## config.mk

```make
export PLATFORM = sky130hd
export DESIGN_NAME = xtile_load_sched_flat
export DESIGN_NICKNAME = d
export VERILOG_FILES = /design/src/rtl/xtile_load_sched_if.sv /design/src/rtl/xtile_load_sched.sv /design/src/flat_wrapper.sv
export SDC_FILE = /design/constraint.sdc
export NUM_CORES = 1
export LEC_CHECK = 0
export CAP_MARGIN = 20
export CELL_PAD_IN_SITES_DETAIL_PLACEMENT = 1
export CELL_PAD_IN_SITES_GLOBAL_PLACEMENT = 1
export CORE_AREA = 4 4 99 101
export CTS_CLUSTER_DIAMETER = 200
export DETAILED_ROUTE_END_ITERATION = 7
export DIE_AREA = 0 0 103 105
export GPL_TIMING_DRIVEN = 0
export PLACE_DENSITY_LB_ADDON = 0.3
export REMOVE_ABC_BUFFERS = 1
export SLEW_MARGIN = 30
export SYNTH_ARGS = -nofsm -noshare
export SYNTH_HDL_FRONTEND = slang
export SYNTH_SLANG_ARGS = --single-unit
export TNS_END_PERCENT = 50
```

## constraint.sdc

```tcl
create_clock -name clk -period 2 [get_ports clk]
set_input_delay 0.2 -clock clk [delete_from_list [all_inputs] [get_ports clk]]
set_output_delay 0.2 -clock clk [all_outputs]
set_load 0.02 [all_outputs]
```

## src/rtl/xtile_load_sched_if.sv

```systemverilog
// Row-loader handshake between the tile scheduler and the X-tile row loader.
// The scheduler is the master: it issues rows and acknowledges loaded rows.
interface xtile_load_sched_if #(
    parameter int K_W = 10
);
    logic           start_k;
    logic [K_W-1:0] k_idx;
    logic           row_valid;
    logic           row_accept;

    modport master (
        output start_k,
        output k_idx,
        output row_accept,
        input  row_valid
    );

    modport slave (
        input  start_k,
        input  k_idx,
        input  row_accept,
        output row_valid
    );
endinterface

```

## src/rtl/xtile_load_sched.sv

```systemverilog
// Tile sequencer for the X-tile row loader, with CPU X-SRAM write-port arbitration.
// Optional WAIT_ROW/DRAIN watchdog is enabled by defining XTILE_SCHED_TIMEOUT_EN.
module xtile_load_sched #(
    parameter int KMAX = 1024,
    parameter int K_W  = (KMAX > 1) ? $clog2(KMAX) : 1
`ifdef XTILE_SCHED_TIMEOUT_EN
    ,
    parameter int TIMEOUT_CYC = 256
`endif
) (
    input  logic                clk,
    input  logic                rst_n,
    input  logic                tile_start,
    input  logic [K_W-1:0]      k_base,
    input  logic [K_W:0]        k_len,
    input  logic                abort,
    output logic                tile_ready,
    output logic                tile_busy,
    output logic                tile_done,
    output logic                err_range,
    output logic                err_timeout,
    output logic [K_W:0]        rows_done,
    xtile_load_sched_if.master  ld,
    input  logic                cpu_x_req,
    output logic                cpu_x_gnt
);

    typedef enum logic [2:0] {
        IDLE,
        ISSUE,
        WAIT_ROW,
        ACCEPT,
        DRAIN
    } state_t;

    localparam logic [K_W+1:0] KMAX_L = (K_W+2)'(KMAX);

    state_t         state;
    logic [K_W-1:0] base_q;
    logic [K_W:0]   len_q;
    logic [K_W+1:0] end_row;

    assign end_row = {2'b00, k_base} + {1'b0, k_len};

    // The loader reads SRAM only between start_k and row_accept.
    assign cpu_x_gnt = cpu_x_req &
                       ((state == IDLE) |
                        (state == ISSUE) |
                        (state == ACCEPT));

`ifdef XTILE_SCHED_TIMEOUT_EN
    localparam int TW = $clog2(TIMEOUT_CYC + 1);
    localparam logic [TW-1:0] WD_LAST = TW'(TIMEOUT_CYC - 1);

    logic [TW-1:0] wd_cnt;
    logic          err_to_q;
    logic          wd_fire;

    assign wd_fire     = (wd_cnt == WD_LAST);
    assign err_timeout = err_to_q;
`else
    assign err_timeout = 1'b0;
`endif

    always_ff @(posedge clk or negedge rst_n) begin
        if (!rst_n) begin
            state         <= IDLE;
            base_q        <= '0;
            len_q         <= '0;
            rows_done     <= '0;
            tile_ready    <= 1'b1;
            tile_busy     <= 1'b0;
            tile_done     <= 1'b0;
            err_range     <= 1'b0;
            ld.start_k    <= 1'b0;
            ld.k_idx      <= '0;
            ld.row_accept <= 1'b0;
`ifdef XTILE_SCHED_TIMEOUT_EN
            wd_cnt        <= '0;
            err_to_q      <= 1'b0;
`endif
        end else begin
            tile_done     <= 1'b0;
            err_range     <= 1'b0;
            ld.start_k    <= 1'b0;
            ld.row_accept <= 1'b0;
`ifdef XTILE_SCHED_TIMEOUT_EN
            err_to_q      <= 1'b0;
            wd_cnt        <= wd_cnt + 1'b1;
`endif
            unique case (state)
                IDLE: begin
                    if (tile_start) begin
                        if (end_row > KMAX_L) begin
                            err_range <= 1'b1;
                        end else if (k_len == '0) begin
                            tile_done <= 1'b1;
                            rows_done <= '0;
                        end else begin
                            base_q     <= k_base;
                            len_q      <= k_len;
                            rows_done  <= '0;
                            state      <= ISSUE;
                            tile_ready <= 1'b0;
                            tile_busy  <= 1'b1;
                        end
                    end
                end
                ISSUE: begin
                    if (abort) begin
                        state      <= IDLE;
                        tile_ready <= 1'b1;
                        tile_busy  <= 1'b0;
                    end else if (!cpu_x_req) begin
                        ld.start_k <= 1'b1;
                        ld.k_idx   <= base_q + rows_done[K_W-1:0];
                        state      <= WAIT_ROW;
`ifdef XTILE_SCHED_TIMEOUT_EN
                        wd_cnt     <= '0;
`endif
                    end
                end
                WAIT_ROW: begin
                    if (abort) begin
                        state <= DRAIN;
`ifdef XTILE_SCHED_TIMEOUT_EN
                        wd_cnt <= '0;
`endif
                    end else if (ld.row_valid) begin
                        ld.row_accept <= 1'b1;
                        rows_done     <= rows_done + 1'b1;
                        state         <= ACCEPT;
`ifdef XTILE_SCHED_TIMEOUT_EN
                    end else if (wd_fire) begin
                        err_to_q   <= 1'b1;
                        state      <= IDLE;
                        tile_ready <= 1'b1;
                        tile_busy  <= 1'b0;
`endif
                    end
                end
                ACCEPT: begin
                    if (abort) begin
                        state      <= IDLE;
                        tile_ready <= 1'b1;
                        tile_busy  <= 1'b0;
                    end else if (rows_done == len_q) begin
                        tile_done  <= 1'b1;
                        state      <= IDLE;
                        tile_ready <= 1'b1;
                        tile_busy  <= 1'b0;
                    end else begin
                        state <= ISSUE;
                    end
                end
                DRAIN: begin
                    // Already aborting: a repeated abort must not strand the loader's row.
                    if (ld.row_valid) begin
                        ld.row_accept <= 1'b1;
                        state         <= IDLE;
                        tile_ready    <= 1'b1;
                        tile_busy     <= 1'b0;
`ifdef XTILE_SCHED_TIMEOUT_EN
                    end else if (wd_fire) begin
                        err_to_q   <= 1'b1;
                        state      <= IDLE;
                        tile_ready <= 1'b1;
                        tile_busy  <= 1'b0;
`endif
                    end
                end
                default: begin
                    state      <= IDLE;
                    tile_ready <= 1'b1;
                    tile_busy  <= 1'b0;
                end
            endcase
        end
    end

endmodule

```

## src/flat_wrapper.sv

```systemverilog
// flat-port wrapper written by rule: the top's interface ports become plain ports
module xtile_load_sched_flat 
#(
    parameter int KMAX = 1024,
    parameter int K_W  = (KMAX > 1) ? $clog2(KMAX) : 1

)
  (clk, rst_n, tile_start, k_base, k_len, abort, tile_ready, tile_busy, tile_done, err_range, err_timeout, rows_done, cpu_x_req, cpu_x_gnt, ld_start_k, ld_k_idx, ld_row_accept, ld_row_valid);
  xtile_load_sched_if #(.K_W(K_W)) ld_i ();
  input  logic clk;
  input  logic rst_n;
  input  logic tile_start;
  input  logic [K_W-1:0] k_base;
  input  logic [K_W:0] k_len;
  input  logic abort;
  output logic tile_ready;
  output logic tile_busy;
  output logic tile_done;
  output logic err_range;
  output logic err_timeout;
  output logic [K_W:0] rows_done;
  input  logic cpu_x_req;
  output logic cpu_x_gnt;
  output wire logic [$bits(ld_i.start_k)-1:0] ld_start_k;
  output wire logic [$bits(ld_i.k_idx)-1:0] ld_k_idx;
  output wire logic [$bits(ld_i.row_accept)-1:0] ld_row_accept;
  input wire logic [$bits(ld_i.row_valid)-1:0] ld_row_valid;
  assign ld_start_k = ld_i.start_k;
  assign ld_k_idx = ld_i.k_idx;
  assign ld_row_accept = ld_i.row_accept;
  assign ld_i.row_valid = ld_row_valid;
  xtile_load_sched #(.KMAX(KMAX), .K_W(K_W)) u_core (.clk(clk), .rst_n(rst_n), .tile_start(tile_start), .k_base(k_base), .k_len(k_len), .abort(abort), .tile_ready(tile_ready), .tile_busy(tile_busy), .tile_done(tile_done), .err_range(err_range), .err_timeout(err_timeout), .rows_done(rows_done), .ld(ld_i), .cpu_x_req(cpu_x_req), .cpu_x_gnt(cpu_x_gnt));
endmodule
```

# ---- After elaboration in Yosys (flattened, before gate mapping)
# Index checks and enable logic that the tools add are counted.
dict set report op_classes {
  n_addsub 3
  n_mul 0
  div 0
  order_cmp 1
  n_eq_ne 15
  shift 0
  muxes 47
  bitwise 8
  n_reduce_logical 8
}
# operator n
set ops {}
lappend ops {{$mux 11} 4}
lappend ops {{$mux 1} 28}
lappend ops {{$mux 3} 9}
lappend ops {{$pmux 11 s2} 1}
lappend ops {{$pmux 3 s5} 1}
lappend ops {{$ne 2x2->1 const B} 7}
lappend ops {{$add 10x11->12} 1}
lappend ops {{$gt 12x11->1 const B} 1}
lappend ops {{$add 11x1->11 const B} 1}
lappend ops {{$eq 11x11->1} 1}
lappend ops {{$logic_not 11->1} 1}
lappend ops {{$add 10x10->10} 1}
lappend ops {{$pmux 1 s5} 2}
lappend ops {{$ne 3x3->1 const B} 3}
lappend ops {{$reduce_and 7->1} 1}
lappend ops {{$eq 3x2->1 const B} 2}
lappend ops {{$reduce_and 6->1} 1}
lappend ops {{$not 1->1} 5}
lappend ops {{$reduce_and 5->1} 1}
lappend ops {{$pmux 1 s2} 2}
lappend ops {{$reduce_and 4->1} 1}
lappend ops {{$eq 3x1->1 const B} 1}
lappend ops {{$eq 3x3->1 const B} 1}
lappend ops {{$logic_not 3->1} 1}
lappend ops {{4 further kinds} 5}
dict set report totals {
  reg_bits 51
  latchBits 0
  mem_bits_rw 0
  mem_bits_ro 0
  in_bits 27
  out_inout_bits 29
  wordCells 93
  mem_count 0
}

# ---- Depth between registers and ports, before layout
# Gate-level depths: netlist (run 1).
dict set report logic_depth {
  ltp_word 5
  ltp_mapped 12
  depth_no_buf 11
}

# ---- Least setup slack after synthesis (run 1)
# No wires, ideal clock.
dict set report synth_timing {
  path_kind {input to register}
  startpoint {input port k_base[0]}
  endpoint {register u_core.base_q[0]}
  arrival_time_ns 2.583
  path_slack_ns -0.708
  stages 12
  path_cell_list {ha_1 > inv_1 > fa_1 > nand2b_1 > a21oi_1 > o41ai_1 > or4b_1 > a21oi_1 > a41o_2 > nand3_4 > buf_6 > mux2_4}
}
dict set report synth_via {
  elab_chain_len 4
}
# item line
set synth_rtl {}
lappend synth_rtl {{start, declared} flat_wrapper.sv:13} ;# input logic [K_W-1:0] k_base;
lappend synth_rtl {{$add 10x11->12} xtile_load_sched.sv:43} ;# assign end_row = {2'b00, k_base} + {1'b0, k_len};
lappend synth_rtl {{$gt 12x11->1} xtile_load_sched.sv:94} ;# if (end_row > KMAX_L) begin
lappend synth_rtl {{$not 1->1 (no source line)} --}
lappend synth_rtl {{$reduce_and 4->1 (no source line)} --}
lappend synth_rtl {{end signal, assigned} xtile_load_sched.sv:100} ;# base_q <= k_base;
lappend synth_rtl {{end, declared} xtile_load_sched.sv:39} ;# logic [K_W-1:0] base_q;
# Several ways; a longest one is shown, not always the timed one.
# A chain may end at the register's enable or synchronous reset.

# ---- Worst setup path in the final report (run 1)
dict set report layout_timing {
  startpoint {input port k_base[0]}
  endpoint {register u_core.len_q[4]}
}
dict set report layout_via {
  elab_chain_len 4
}
# item line
set layout_rtl {}
lappend layout_rtl {{$add 10x11->12} xtile_load_sched.sv:43}
lappend layout_rtl {{$gt 12x11->1} xtile_load_sched.sv:94}
lappend layout_rtl {{$not 1->1 (no source line)} --}
lappend layout_rtl {{$reduce_and 4->1 (no source line)} --}
lappend layout_rtl {{end signal, assigned} xtile_load_sched.sv:101} ;# len_q <= k_len;
lappend layout_rtl {{end, declared} xtile_load_sched.sv:40} ;# logic [K_W:0] len_q;
# No other way between the ends.

==> flow_summary.ini, run 1 <==
[clock_tree]
clock_path_buffers = 2
h-tree-depth = 2
cts_tree = done
cts_made_buffers = 5
clk_pin_slew_worst_paths_ps = 90
clock_sinks = 51
clk_latency_ps = 300
root_buffer = clkbuf_8

[critical_path]
required_ps = 2190
reg2reg_from = u_core.rows_done[0]$_DFFE_PN0P_
end_kind = register
r2r_end = u_core.ld.k_idx[8]$_DFFE_PN0P_
worstSetupPathType = input pin to register
reg2regPathDepth = 11
cp-startpoint = k_base[0]
regToRegSetupSlack_ps = -360
critPathCapture = u_core.len_q[4]$_DFFE_PN0P_
crit_arrival_ps = 2680
cp_max_fo = 5
start_kind = input pin

[finish]
diodes = 0
area_growth_pct = 37.1
fin_area_um2 = 4440
fin_util = 0.492
fillerInstances = 999
nets = 445
drive_gt1_frac = 0.267

[synthesis]
avgSynthCellArea_um2 = 9.93
synth-main-ff-cell = dfrtp_1
synth_top_family_by_area = simple AND/OR/NAND/NOR gates
synth.ff_latch_count = 51
synth_edf_count = 0
seq_area_frac_synth = 0.395
synth_fa_ha_area_frac = 0.0897
synth_xor_area_frac = 0.0677
yosysWarnings = 0
synth_compound_area_frac = 0.146
synth-simple-area-share = 0.172
synth_cells = 326
muxShareOfSynthArea = 0.0978
synthesis.area_um2 = 3240
ys_types = 57
synth-async-reset-ratio = 1.00

[detailed_routing]
dr_wl_met2_um = 4880
highest_layer = met4
drtAntennaViolNets = 0
dr.pass1.iters = 4
routed_wl_um = 9580
wl_met3_um = 341
drc = 0
vias = 2777
wl_per_cell_um = 18.9
drtIter0Drc = 121
wl_met1_um = 4130
drt-vias-per-instance = 5.47

[global_route]
grtUsageTotal = 0.187
grt_pass1_vias = 2998
grt_pass1_wl_um = 16000
grt_start_max_net_pins = 34
overflow = 0
antenna_found_initial = 0

[placement]
dp_hpwl_um = 6570
gp_congestion = 0.852
place.port_buffers = 54
place_area_um2 = 3870

[flow_run]
cap_violations = 0

[min_path]
min_from = k_base[1]
hold_path_class = input pin to register

[die]
die_h_um = 105
dieArea_um2 = 10800
ios = 56
core_um2 = 9020
dieWidth_um = 103
rows = 35
floorplan.initialDensity = 0.359

[sta]
fin_crit_ps = 2490
clock_skew_ps = 8.85
slew_violations = 0
hold_violations = 0
finalSetupViolations = 40
fin_ws_ps = -493
fin_crit_sh = 1.25
worst_pin_slew_ps = 568
slew_headroom = 0.621
rsz0062_at_grt = true
fmax_mhz = 401

[pwr]
peakVddDrop_uv = 368
power_leakage_nw = 1.91
power.density_nw_per_um2 = 1090

[status]
outcome = complete, but fails checks
violations = setup timing
[timing repair]
item | CTS | global route
setup endpoints to repair | 48 | 41
gates resized for setup | 86 | 20
pin swaps | 20 | 13
buffers inserted | 13 | 3
endpoints found under the hold margin | 18 | 0
hold buffers | 1 | 0
cloned | 3 | 0
[synthesized netlist by cell type (6+ instances only)]
master | count | area, um^2
dfrtp_1 | 50 | 1250
xor2_1 | 10 | 87.6
a31oi_1 | 12 | 75.1
o21ai_0 | 21 | 105
nor3_1 | 6 | 30.0
xnor2_1 | 15 | 131
nand2_1 | 33 | 124
clkbuf_1 | 8 | 30.0
nor2_1 | 22 | 82.6
ha_1 | 20 | 250
mux2_4 | 19 | 285
nand2b_1 | 7 | 43.8
nand3_1 | 9 | 45.0
a21oi_1 | 18 | 90.1
inv_1 | 9 | 33.8
[how the worst min path moves through the flow]
stage	to	depth (start not counted)
CTS	u_core.base_q[0]$_DFFE_PN0P_	2
finish	u_core.base_q[1]$_DFFE_PN0P_	3
floorplan	u_core.base_q[0]$_DFFE_PN0P_	0
global route	u_core.len_q[1]$_DFFE_PN0P_	2
global placement	u_core.ld.k_idx[5]$_DFFE_PN0P_	2
detailed placement	u_core.ld.k_idx[0]$_DFFE_PN0P_	1
[report_power, final]
| group | leakage (nW) | internal (mW) | switching [mW] |
|---|---|---|---|
| combinational | 1.21 | 1.15 | 1.04 |
| clock | 0.0654 | 0.501 | 0.355 |
| sequential | 0.639 | 1.41 | 0.357 |
[critical path: stages]
cell      delay, ps
buf_8            80
ha_4            130
inv_2            30
fa_2            340
nand2b_4        160
a21oi_4         180
o41ai_4         100
or4b_4          500
a21oi_2         130
a41o_2          190
buf_12          140
nand3_4         130
mux2_4          360
[state kept, by name, indices dropped and copies added (netlist names)]
name	cells
u_core.tile_busy	1
u_core.err_range	1
u_core.len_q	11
u_core.ld.row_accept	1
u_core.tile_done	1
u_core.state	3
u_core.ld.start_k	1
u_core.ld.k_idx	10
u_core.tile_ready	1
u_core.base_q	10
u_core.rows_done	11
[kinds of logic (layout without fill, tap and decap cells)]
group	Yosys count	after routing
flip-flops	51	51
buffers and inverters	21	89
AO/OA/AOI/OAI	76	76
XOR/XNOR	25	25
AND/OR/NAND/NOR	108	111
multiplexers	22	22
other	1	1
adder cells (fa/ha/maj)	22	22
[area by class of cell]
cell class	instances	area, um^2	share of cell area
multi-input cells	257	2170	0.488
well taps	111	139	0.0313
inverters	9	33.8	0.00761
flip-flops and latches	51	1280	0.289
clock inverters	2	60.1	0.0135
repair buffers	72	683	0.154
clock buffers	6	72.6	0.0164
[metrics by stage]
stage | std cells | worst slack [ps] | hold slack, ps | power [mW] | TNS (ps)
after global routing | 508 | -581 | 183 | 5.13 | -19970
after detailed placement | 480 | -1800 | 101 | 3.69 | -63370
after floorplan | 314 | -840 | -95.6 | 2.98 | -25870
final | 508 | -493 | 182 | 4.82 | -15940
after CTS | 505 | -514 | 135 | 4.76 | -17010
after global placement | 479 | -1700 | 461 | 3.60 | -102580
[layout by cell type (no fill, tap or decap), types with 9 or more instances in the layout]
master	count
nand2_1	32
nor2_1	21
nand3_1	9
ha_1	10
xnor2_1	15
xor2_1	10
dfrtp_1	47
a21oi_1	11
o21ai_0	15
a31oi_1	12
buf_4	15
ha_4	10
clkdlybuf4s50_1	33
mux2_4	19
[routing by layer]
layer	vias up	GRT usage
li1	1325	-
met1	1360	0.246
met2	72	0.314
met3	20	0.0207
met4	0	0.0601
met5	-	0
Power figures use the tool's default switching activity.
==> inputs of run 2 (changes only) <==
SLEW_MARGIN = 25   (was 30)
==> flow_summary.ini, run 2 (synthesis gave the netlist of run 1 again) <==
[status]
outcome = complete, but fails checks
violations = setup timing

[critical_path]
cp_max_fo = 6
crit_arrival_ps = 2700
worstSetupPathType = input pin to register
end_kind = register
start_kind = input pin
required_ps = 2190

[finish]
drive_gt1_frac = 0.269
fillerInstances = 996
fin_cells = 509
area_growth_pct = 36.3
nets = 446
layout_commonest_cell = dfrtp_1
fin_util = 0.489
diodes = 0
reg.largest.list = u_core.len_q x11, u_core.rows_done x11
final_cell_mix = 47 x dfrtp_1, 33 x nand2_1, 33 x clkdlybuf4s50_1, 22 x nor2_1, 19 x mux2_4

[placement]
dp_hpwl_um = 6440
pre_cts_ws_ps = -1820
gp_congestion = 0.852
dp.cells = 479
place.port_buffers = 54

[die]
ios = 56
floorplan.initialDensity = 0.359
rows = 35
core_um2 = 9020
dieArea_um2 = 10800
dieWidth_um = 103
die_h_um = 105

[clock_tree]
clock_path_buffers = 2
clock_sinks = 51
root_buffer = clkbuf_8
clk_latency_ps = 310
cts_tree = done
h-tree-depth = 2
clk_pin_slew_worst_paths_ps = 90
cts_made_buffers = 5

[detailed_routing]
drtAntennaViolNets = 0
dr.pass1.iters = 4
drt-vias-per-instance = 5.51
drc = 0
drtIter0Drc = 97
routed_wl_um = 9550
vias = 2803
wl_per_cell_um = 18.8

[sta]
hold_violations = 0
worst_pin_slew_ps = 899
fin_crit_ps = 2510
slew_headroom = 0.399
fin_ws_ps = -511
fmax_mhz = 398
slew_violations = 0
fin_crit_sh = 1.26
finalSetupViolations = 39
rsz0062_at_grt = true
clock_skew_ps = 10.8

[min_path]
hold_path_class = input pin to register

[global_route]
grt_start_max_net_pins = 52
grt_pass1_wl_um = 15500
overflow = 0
grt_pass1_vias = 2984
grtUsageTotal = 0.181
antenna_found_initial = 0

[flow_run]
cap_violations = 0

[pwr]
peakVddDrop_uv = 356
power.total_mw = 4.81
power_leakage_nw = 1.90
power.density_nw_per_um2 = 1090
-- run 2: cell types whose count changed in the layout (fill, tap and decap cells not counted), sizes merged --
cell	before	now
clkbuf	9	10
dlymetal6s2s	2	1
buf	23	24
-- run 2: cell type report --
class                      instances  area [um^2]  area share
tap                              111          139      0.0315
clock buffer                       6         72.6      0.0164
sequential                        51         1280       0.290
timing repair buffer              73          666       0.151
clock inverter                     2         60.1      0.0136
inverter                           9         33.8     0.00766
multi-input combinational        257         2160       0.490
-- run 2: worst max-delay path, stage by stage --
cell and delay, ps:
buf_8 80, ha_4 130, inv_2 40, fa_2 340
nand2b_4 160, a21oi_4 170, o41ai_4 120, or4b_4 550
a21oi_2 120, a41o_2 150, buf_6 120, nand3_4 150
mux2_4 360
-- run 2: routing by layer --
metal  vias up  part of all wire  global-route usage
li1       1332                 -                   -
met1      1399              0.43               0.234
met2        56              0.52               0.313
met3        16             0.031              0.0187
met4         0             0.019              0.0574
met5         -                 0                   0
-- run 2: timing repair --
action,CTS,global route
buffers inserted,13,5
pin swaps,22,15
hold buffers,1,0
endpoints found under the setup margin,48,41
resized for setup,90,19
cloned,3,0
endpoints found under the hold margin,50,0
-- run 2: where the power goes --
part | switching [mW] | internal (mW) | total (mW)
Sequential | 0.354 | 1.41 | 1.76
Combinational | 1.03 | 1.15 | 2.18
Clock | 0.358 | 0.501 | 0.859
-- run 2: through the flow --
step	hold WS, ps	cell area, um^2	TNS [ps]
2_1_floorplan	-95.6	3170	-25870
3_3_place_gp	461	3850	-102580
3_5_place_dp	282	3850	-64150
4_1_cts	129	4360	-15990
5_1_grt	132	4410	-19070
6_report	138	4410	-16230
-- run 2: final timing paths --
kind	cells after the start	from	endpoint	slack, ps
setup / recovery	13	k_len[0]	u_core.base_q[2]$_DFFE_PN0P_	-510
hold / removal	2	k_base[0]	u_core.base_q[0]$_DFFE_PN0P_	140
setup reg to reg	11	u_core.rows_done[0]$_DFFE_PN0P_	u_core.ld.k_idx[8]$_DFFE_PN0P_	-380
hold reg to reg	2	u_core.ld.k_idx[0]$_DFFE_PN0P_	u_core.ld.k_idx[0]$_DFFE_PN0P_	490
max in group asynchronous	2	rst_n	u_core.rows_done[2]$_DFFE_PN0P_	1040
min in group asynchronous	2	rst_n	u_core.ld.start_k$_DFF_PN0_	460
==> inputs of run 3 (changes only) <==
SKIP_LAST_GASP = 1   (was default)
==> flow_summary.ini, run 3 (synthesis gave the netlist of run 1 again) <==
[critical_path]
end_kind = register
worstSetupPathType = input pin to register
start_kind = input pin
r2r_end = u_core.ld.k_idx[8]$_DFFE_PN0P_
crit_arrival_ps = 2690
reg2regPathDepth = 5
cp_max_fo = 6
reg2reg_from = u_core.state[1]$_DFFE_PN0P_
regToRegSetupSlack_ps = -360
required_ps = 2190

[finish]
multi_input_area_um2 = 2120
layout_commonest_cell = dfrtp_1
drive_gt1_frac = 0.256
fin_cells = 509
nets = 446
final_cell_mix = 46 x dfrtp_1, 34 x clkdlybuf4s50_1, 32 x nand2_1, 22 x nor2_1, 19 x mux2_4
diodes = 0
fin_util = 0.483
regArea_um2 = 1280
fin_area_um2 = 4360
area_growth_pct = 34.6
fillerInstances = 1007
reg.largest.list = u_core.len_q x11, u_core.rows_done x11

[detailed_routing]
drtIter0Drc = 113
drtAntennaViolNets = 0
routed_wl_um = 9510
dr.pass1.iters = 4
drc = 0
vias = 2751
drt-vias-per-instance = 5.40
wl_per_cell_um = 18.7

[die]
floorplan.initialDensity = 0.359
ios = 56
rows = 35
dieArea_um2 = 10800
die_h_um = 105
dieWidth_um = 103
core_um2 = 9020

[global_route]
grt_pass1_vias = 2962
antenna_found_initial = 0
grt_start_max_net_pins = 52
grtUsageTotal = 0.181
overflow = 0
grt_pass1_wl_um = 15500

[sta]
clock_skew_ps = 10.9
hold_violations = 0
fmax_mhz = 400
slew_violations = 0
fin_crit_sh = 1.25
fin_hold_ws_ps = 144
fin_crit_ps = 2500
finalSetupViolations = 43
fin_ws_ps = -502
slew_headroom = 0.392
worst_pin_slew_ps = 909
rsz0062_at_grt = true

[placement]
dp.cells = 479
gp_congestion = 0.852
dp_hpwl_um = 6440
place_area_um2 = 3850
place.port_buffers = 54
pre_cts_ws_ps = -1820

[clock_tree]
clock_path_buffers = 2
clk_pin_slew_worst_paths_ps = 90
cts_made_buffers = 5
h-tree-depth = 2
clk_latency_ps = 310
clock_sinks = 51
cts_tree = done
root_buffer = clkbuf_8

[min_path]
min_from = k_base[0]
hold_end = u_core.base_q[0]$_DFFE_PN0P_
whs_path_depth = 2
hold_path_class = input pin to register

[status]
violations = setup timing
outcome = complete, but fails checks

[pwr]
power_leakage_nw = 1.88
power.density_nw_per_um2 = 1090
peakVddDrop_uv = 358

[flow_run]
cap_violations = 0
[run 3: cell count changes in the layout (fill, tap and decap cells not counted), sizes merged]
cell,before,now
clkdlybuf4s50,33,34
clkbuf,10,11
buf,24,25
clkdlybuf4s15,3,0
[run 3: repair_timing]
item / CTS / global route
pin swaps: 18 / 15
hold endpoints to repair: 50 / 0
gates resized for setup: 76 / 23
hold buffers: 1 / 0
setup endpoints to repair: 48 / 49
cloned: 3 / 0
buffers inserted: 13 / 5
[run 3: worst max-delay path by stage]
| stage | endpoint | startpoint | slack (ps) | cells past startpoint |
|---|---|---|---|---|
| after detailed placement | u_core.len_q[5]$_DFFE_PN0P_ | k_len[0] | -1820 | 12 |
| after global routing | u_core.base_q[2]$_DFFE_PN0P_ | k_len[0] | -540 | 13 |
| final | u_core.base_q[2]$_DFFE_PN0P_ | k_len[1] | -500 | 11 |
| after floorplan | u_core.base_q[0]$_DFFE_PN0P_ | k_base[0] | -840 | 11 |
| after CTS | u_core.len_q[5]$_DFFE_PN0P_ | k_len[0] | -500 | 13 |
| after global placement | u_core.len_q[2]$_DFFE_PN0P_ | k_len[0] | -1700 | 12 |
[run 3: final cells by class]
type / instances / share of cell area
clock buffer: 6 / 0.0167
clock inverter: 2 / 0.0138
inverter: 9 / 0.00776
multi-input combinational: 257 / 0.486
sequential: 51 / 0.294
tap: 111 / 0.0319
timing repair buffer: 73 / 0.149
[run 3: metrics by stage]
step           power (mW)  TNS (ps)
2_1_floorplan        2.98    -25870
3_3_place_gp         3.60   -102580
3_5_place_dp         3.69    -64150
4_1_cts              4.72    -17040
5_1_grt              5.06    -19710
6_report             4.76    -16170
[run 3: worst max-delay path, stage by stage]
cell	delay (ps)
buf_2	130
ha_1	280
a211oi_2	80
or3b_4	440
a211o_1	300
buf_4	150
a32oi_1	190
a41o_2	270
buf_6	130
nand3_4	150
mux2_4	370
[run 3: metal layers]
metal | vias up | GRT usage | routed length, um
li1 | 1323 | - | -
met1 | 1357 | 0.234 | 4040
met2 | 57 | 0.314 | 4960
met3 | 14 | 0.0187 | 367
met4 | 0 | 0.0509 | 153
met5 | - | 0 | 0
[run 3: power by group]
| group | internal (mW) | switching (mW) |
|---|---|---|
| Clock | 0.501 | 0.359 |
| Combinational | 1.13 | 1.02 |
| Sequential | 1.41 | 0.342 |
| Total | 3.04 | 1.72 |
